[src/rtl/fetch_insn_queue.sv]
// fetch_insn_queue: buffers 64-bit instruction beats from the Sysbus response
// channel together with their PCs and hands decode one 32-bit instruction per
// cycle over a valid/ready handshake. A redirect flushes the queue, discards the
// remainder of the in-flight line and restarts at the new PC.
//
// Ports:
//   clk          rising-edge clock
//   reset        asynchronous active-low reset
//   bus_respcyc  response beat valid
//   bus_resp     response beat: [31:0] insn at beat PC, [63:32] insn at beat PC + 4
//   bus_resptag  response tag (not used by this block)
//   bus_respack  beat accepted this cycle (combinational)
//   redirect     one-cycle pulse, restart fetch at redirect_pc
//   redirect_pc  new PC, [1:0] ignored
//   insn_valid   insn / insn_pc valid
//   insn         instruction word
//   insn_pc      PC of insn
//   insn_ready   decode consumes insn this cycle
`timescale 1ns/1ps
module fetch_insn_queue #(
  parameter int unsigned BUS_DATA_WIDTH = 64,
  parameter int unsigned BUS_TAG_WIDTH  = 13,
  parameter int unsigned DEPTH          = 8,
  parameter int unsigned BEATS_PER_LINE = 8
) (
  input  logic                      clk,
  input  logic                      reset,
  input  logic                      bus_respcyc,
  input  logic [BUS_DATA_WIDTH-1:0] bus_resp,
  input  logic [BUS_TAG_WIDTH-1:0]  bus_resptag,
  output logic                      bus_respack,
  input  logic                      redirect,
  input  logic [63:0]               redirect_pc,
  output logic                      insn_valid,
  output logic [31:0]               insn,
  output logic [63:0]               insn_pc,
  input  logic                      insn_ready
);

  localparam int unsigned PC_W  = 64;
  localparam int unsigned INS_W = 32;
  localparam int unsigned PTR_W = $clog2(DEPTH);
  localparam int unsigned CNT_W = PTR_W + 1;
  localparam int unsigned IDX_W = $clog2(BEATS_PER_LINE);
  localparam int unsigned DRP_W = IDX_W + 1;

  logic [BUS_DATA_WIDTH-1:0] mem_data [DEPTH];
  logic [PC_W-1:0]           mem_pc   [DEPTH];

  logic [PTR_W-1:0] rd_ptr, wr_ptr;
  logic [CNT_W-1:0] count;
  logic             half;
  logic [IDX_W-1:0] beat_idx;
  logic [DRP_W-1:0] drop_cnt;
  logic [PC_W-1:0]  beat_pc;
  logic             skip_low;

  logic accept_c, push_c, drop_c, fire_c, pop_c;

  // Tag and the two low PC bits carry no information for this block.
  logic unused_ok;
  assign unused_ok = ^{bus_resptag, redirect_pc[1:0]};

  // Ack while dropping the tail of an abandoned line, or while there is room.
  // No bypass: a pop in the same cycle does not make room for a full queue.
  assign bus_respack = bus_respcyc & reset & ~redirect &
                       ((drop_cnt != '0) | (count < CNT_W'(DEPTH)));
  assign accept_c    = bus_respcyc & bus_respack;
  assign drop_c      = accept_c & (drop_cnt != '0);
  assign push_c      = accept_c & (drop_cnt == '0);
  assign fire_c      = insn_valid & insn_ready;
  assign pop_c       = fire_c & half;

  // Head-of-queue presentation; zero when empty so outputs are clean after reset.
  always_comb begin
    insn_valid = (count != '0);
    insn       = '0;
    insn_pc    = '0;
    if (insn_valid) begin
      insn    = half ? mem_data[rd_ptr][2*INS_W-1:INS_W] : mem_data[rd_ptr][INS_W-1:0];
      insn_pc = mem_pc[rd_ptr] + (half ? PC_W'(4) : PC_W'(0));
    end
  end

  // Beat storage.
  always_ff @(posedge clk) begin
    if (push_c) begin
      mem_data[wr_ptr] <= bus_resp;
      mem_pc[wr_ptr]   <= beat_pc;
    end
  end

  // Queue control, line tracking and redirect handling.
  always_ff @(posedge clk or negedge reset) begin
    if (!reset) begin
      rd_ptr   <= '0;
      wr_ptr   <= '0;
      count    <= '0;
      half     <= 1'b0;
      beat_idx <= '0;
      drop_cnt <= '0;
      beat_pc  <= '0;
      skip_low <= 1'b0;
    end else if (redirect) begin
      rd_ptr   <= wr_ptr;
      count    <= '0;
      half     <= 1'b0;
      beat_pc  <= {redirect_pc[PC_W-1:3], 3'b000};
      skip_low <= redirect_pc[2];
      // Beats still owed by the bus for the current line must be swallowed.
      drop_cnt <= (beat_idx == '0) ? '0 : DRP_W'(BEATS_PER_LINE) - DRP_W'(beat_idx);
      beat_idx <= '0;
    end else begin
      if (drop_c) begin
        drop_cnt <= drop_cnt - DRP_W'(1);
      end
      if (push_c) begin
        wr_ptr   <= wr_ptr + PTR_W'(1);
        beat_pc  <= beat_pc + PC_W'(8);
        beat_idx <= (beat_idx == IDX_W'(BEATS_PER_LINE - 1)) ? '0 : beat_idx + IDX_W'(1);
        skip_low <= 1'b0;
      end
      // First beat after a word-4 redirect enters an empty queue with its low insn skipped.
      if (push_c && skip_low) begin
        half <= 1'b1;
      end else if (fire_c) begin
        half <= ~half;
      end
      if (pop_c) begin
        rd_ptr <= rd_ptr + PTR_W'(1);
      end
      count <= count + CNT_W'(push_c) - CNT_W'(pop_c);
    end
  end

endmodule

[config.mk]
export PLATFORM = sky130hd
export DESIGN_NAME = fetch_insn_queue
export DESIGN_NICKNAME = d
export VERILOG_FILES = /design/src/rtl/fetch_insn_queue.sv
export SDC_FILE = /design/constraint.sdc
export NUM_CORES = 1
export LEC_CHECK = 0
export ABC_AREA = 0
export BUFFER_PORTS_ARGS = -buffer_cell sky130_fd_sc_hd__buf_2
export CAP_MARGIN = 40
export CORE_MARGIN = 2
export CORE_UTILIZATION = 25
export DETAILED_ROUTE_END_ITERATION = 6
export GPL_TIMING_DRIVEN = 0
export MAX_ROUTING_LAYER = met4
export SLEW_MARGIN = 20
export SYNTH_ARGS = -nofsm -noshare
export SYNTH_HDL_FRONTEND = slang
export SYNTH_SLANG_ARGS = --single-unit
[constraint.sdc]
create_clock -name clk -period 27.1 [get_ports clk]
set_clock_uncertainty 0.2 [all_clocks]
set_input_delay 6.775 -clock clk [delete_from_list [all_inputs] [get_ports clk]]
set_output_delay 6.775 -clock clk [all_outputs]
set_load 0.005 [all_outputs]
# Word level (Yosys, flattened, before mapping)
# Memory sizes are Yosys's and may differ from the RTL's.
# Index checks and enable logic that the tools add are counted.
[op_classes]
muxes = 22
eq_ne = 1
reduce_logical = 10
bitwise_logic = 11
magnitude_cmp = 1
add_sub_neg = 9
[ops]
columns = ["op", "n"]
rows = [
  ["2-to-1 mux 64 bit", 3],
  ["adder 64 x 3 -> 64 bit", 1],
  ["adder 64 x 4 -> 64 bit (second input constant)", 1],
  ["2-to-1 mux 32 bit", 2],
  ["2-to-1 mux 3 bit", 6],
  ["2-to-1 mux 4 bit", 4],
  ["adder 3 x 1 -> 3 bit (second input constant)", 3],
  ["bitwise AND 1 bit", 8],
  ["nonzero test 4 bit", 2],
  ["2-to-1 mux 1 bit", 7],
  ["nonzero test 2 bit", 3],
  ["adder 4 x 1 -> 4 bit", 1],
  ["logical NOT 4 bit", 1],
  ["< comparator 4 bit (second input constant)", 1],
  ["subtractor 4 x 1 -> 4 bit", 1],
  ["subtractor 4 x 1 -> 4 bit (second input constant)", 1],
  ["subtractor 4 x 3 -> 4 bit (first input constant)", 1],
  ["== test 3 bit (second input constant)", 1],
  ["logical NOT 3 bit", 1],
  ["nonzero test 3 bit", 1],
  ["inverter 1 bit", 2],
  ["AND reduction 2 bit", 1],
  ["logical AND 1 bit", 1],
  ["OR 1 bit", 1],
]
[totals]
elab_cells = 64
out_inout_bits = 98
input_bits = 146
mem_count = 2
mem_bits_rw = 1024
regBits = 83
[memory_table]
columns = ["memory", "words", "width", "read_ports", "rd_clocked_by_memory_dff", "write_ports", "line", "rtl"]
rows = [
  ["mem_data", 8, 64, 1, 0, 1, "47", "logic [BUS_DATA_WIDTH-1:0] mem_data [DEPTH];"],
  ["mem_pc", 8, 64, 1, 0, 1, "48", "logic [PC_W-1:0] mem_pc [DEPTH];"],
]

# Depth between registers and ports, before layout
[logic_depth]
word_depth = 8
depth_mapped = 16
depth_no_buf = 12

# Worst setup path after synthesis
# OpenSTA, ideal clock, no wires.
[synth_path]
kind = "input -> register"
start = "input port redirect"
end = "memory mem_data[2][0] (enable)"
stages = 6
arrival_time_ns = 20.703
n_path_buf = 2
setup_time_ns = 0.960
required_ns = 25.940
path_slack_ns = 5.237
cell_sequence = "nand3b_1 > nor3_1 > inv_1 > clkbuf_1 > clkbuf_1 > nor4b_1"
[synth_between]
elab_chain_len = 7
[synth_lines]
columns = ["element", "line", "rtl"]
rows = [
  ["start, declared", "32", "input logic redirect,"],
  ["inverter 1 bit (no line)", "n/a", ""],
  ["bitwise AND 1 bit (2 in a row)", "66", "assign bus_respack = bus_respcyc & reset & ~redirect &"],
  ["bitwise AND 1 bit", "68", "assign accept_c = bus_respcyc & bus_respack;"],
  ["bitwise AND 1 bit", "70", "assign push_c = accept_c & (drop_cnt == '0);"],
  ["2-to-1 mux 1 bit", "87", "if (push_c) begin"],
  ["2-to-1 mux 1 bit (implied by the code)", "88", "mem_data[wr_ptr] <= bus_resp;"],
  ["end, declared", "47", ""],
]
# No other way between the ends.

# Final worst setup path
[layout_path]
start = "input port reset"
end = "output port bus_respack"
[layout_between]
elab_chain_len = 3
[layout_lines]
columns = ["element", "line", "rtl"]
rows = [
  ["start, declared", "27", "input logic reset,"],
  ["bitwise AND 1 bit (3 in a row)", "66", ""],
  ["end, declared", "31", "output logic bus_respack,"],
]
# No other way between the ends.

==> results.md <==
- Outcome: finished clean
- DP Wirelength: 95.3 mm
- Worst IR Drop VDD: 0.0597 mV
- Clock Sinks: 1080
- Remaining DRCs: 0
- I/O Pins: 244
- Hold crit path type: flop to flop
- Post-synth cell types: 68
- Global route total overflow: 0
- All-Layer GR Usage: 0.144
- Async S/R FF share, synth: 0.0741
- DP Area: 0.0496 mm²
- Arrival @ worst endpoint: 7.61 ns
- Avg WL per Cell: 24.5 µm
- Vias in the first global route: 24000
- Worst hold margin: 0.344 ns
- Cells after synthesis: 2240
- Leak: 0.0177 µW
- #FFs+latches synth: 1080
- Die Y: 423 µm
- Fmax: 0.0686 GHz
- Main synth FF type: edfxtp_1
- Tmin final: 14.58 ns
- Synth Area per Inst: 19.6 µm²
- CP endpoint kind: output pin
- Final net count: 2943
- DR vias: 24100
- Post-CTS setup buffers: 0
- Max_slew headroom: 0.423
- Worst setup margin: 12.52 ns
- H-tree levels: 3
- Critical Path RT: 20.12 ns
- Area grow syn2layout: 21.1%
- Antenna viol nets, final: 0
- Ys Warns: 0
- DRT Wirelength: 127 mm
- Max clock buf depth: 3
- Cts hold-fix bufs: 0
- Core Area: 0.174 mm²
- Port Buffer Count: 226
- Area of the die: 0.179 mm²
- Slew Limit Fails: 0
- Row cnt: 153
- Max Cap Violations: 0
- TritonCTS clock tree: done
- Largest net degree at the start of global routing: 62
- Most common cell after layout, fill and taps aside: edfxtp_1
- Non-Filler Instances: 5202
- # setup viols final: 0
- Via/cell ratio: 4.63
- Placed cells: 4999
- Reg clk slew, reported paths: 0.06 ns
- Crit path buf inv count: 2
- Final Hold Viols: 0
- Power per standard cell area: 92.0 mW/mm²
- First DRT Iteration DRCs: 2535
- TritonCTS Buffers: 105
- Initial Util: 0.252
- Initial antenna violation count: 28
- Post_cts resized: 0
- RD Place Congestion: 0.818
- EDFF count, synth: 1000
- Worst-Margin Slew: 0.858 ns
- CP startpoint kind: input pin
- Seq/Total Area, Yosys: 0.731
- First-pass GRT wire length: 180 mm
- Top post-synthesis cells by area: edfxtp_1 69%, mux4_2 14%, dfrtp_1 4.6%, mux2i_1 1.3%, nand2_1 1.0%
- Commonest non-fill, non-tap cells in the layout: 1000 x edfxtp_1, 317 x buf_2, 266 x mux4_2, 122 x nand2_1, 106 x clkbuf_16
- Unrepaired setup endpoints after global routing: no
- Design area: 0.0531 mm²
- FF/Latch Area: 0.0320 mm²
- CP delay by family, top: buffers and inverters
- Area of the multi-input gates: 0.0110 mm²
- Share of post-route cells with drive strength above 1: 0.332
- Root Driver: clkbuf_16
- TritonRoute pass-1 iters: 5
- Setup WS pre-CTS: 12.52 ns
- Critical path's slowest cell: a31oi_1
- Top-area cell type share of the netlist area: 0.685
- Critical-path cell list: buf_6 -> nand3b_1 -> a31oi_1 -> buf_2
- Leading area contributor after synthesis: edfxtp_1
- CP Max Fanout: 21
- FILL cells: 16900
- Final core utilization: 0.305
- WS Path Type: input pin to output pin
- Tcrit/Tclk final: 0.538
- CP max stage delay: 0.26 ns
- Die X-Extent: 423 µm
- Clock Latency Late Sink: 0.72 ns
- Synthesized cell area: 0.0438 mm²
per-layer routing:
metal / GRT usage / vias up / wire (µm)
met2: 0.244 / 840 / 64700
li1: - / 10300 / -
met1: 0.180 / 12700 / 52000
met3: 0.0211 / 226 / 6580
met4: 0.0412 / 0 / 4080
met5: - / - / 0
state kept, by name (all words and copies together) (netlist names):
name / cells
beat_pc: 61
skip_low: 1
beat_idx: 3
rd_ptr: 3
half: 1
drop_cnt: 4
mem_data: 512
count: 4
wr_ptr: 3
mem_pc: 488
worst register-to-register path, delay by kind of cell, from the launching register on:
family	cells	cell delay, ns
buffers and inverters	14	3.21
adders and majority gates	1	0.18
DFF	1	0.38
and+or+nand+nor	3	1.36
per-stage QoR:
stage,total power (µW),TNS [ns]
after detailed placement,3510,0
after floorplan,2870,0
final,4880,0
after CTS,4970,0
after global placement,3490,-6731.11
after global routing,5090,0
worst paths after layout:
path / start / endpoint / slack (ns) / cells past startpoint
worst max-delay path: reset / bus_respack / 12.52 / 4
worst min-delay path: skip_low / skip_low / 0.34 / 2
worst max register to register: drop_cnt[0] / mem_data[0][20] / 21.46 / 18
worst min register to register: skip_low / skip_low / 0.34 / 2
max in group asynchronous: reset / beat_pc[8] / 20.39 / 2
min in group asynchronous: reset / beat_pc[45] / 5.71 / 1
power breakdown:
group / leakage, µW / internal (µW) / switching (µW)
sequential: 0.0100 / 1920 / 71.6
combinational: 0.00605 / 616 / 821
clock: 0.00167 / 812 / 646
synth_stat cells, drive strengths merged (7+ instances only):
library cell / instances
a21oi: 29
a221o: 13
a22oi: 7
a31oi: 15
and2: 40
and3: 15
buf: 63
clkbuf: 60
dfrtp: 80
edfxtp: 1000
ha: 15
inv: 27
mux2: 7
mux2i: 60
mux4: 280
nand2: 122
nand3: 41
nand3b: 13
nand4: 20
nor2: 87
nor3: 29
nor3b: 7
nor4: 28
o211ai: 11
o21ai: 68
o311ai: 13
xnor2: 13
xor2: 18
kinds of logic after synthesis:
kind of cell | synth area share
compound gates | 0.0263
other cells | 0.0000856
buf+inv | 0.0184
simple gates | 0.0526
xor+xnor | 0.00620
mux | 0.161
flops | 0.731
fa+ha+maj | 0.00474
area by class of cell:
class | count | share of cell area
antenna | 6 | 0.000283
multi-input combinational | 1012 | 0.208
inverter | 27 | 0.00191
clock inverter | 59 | 0.0115
timing repair buffer | 432 | 0.0531
sequential | 1080 | 0.603
clock buffer | 138 | 0.0534
buffer | 123 | 0.0136
tap | 2325 | 0.0548
No activity file was read; power rests on OpenSTA's default activity.
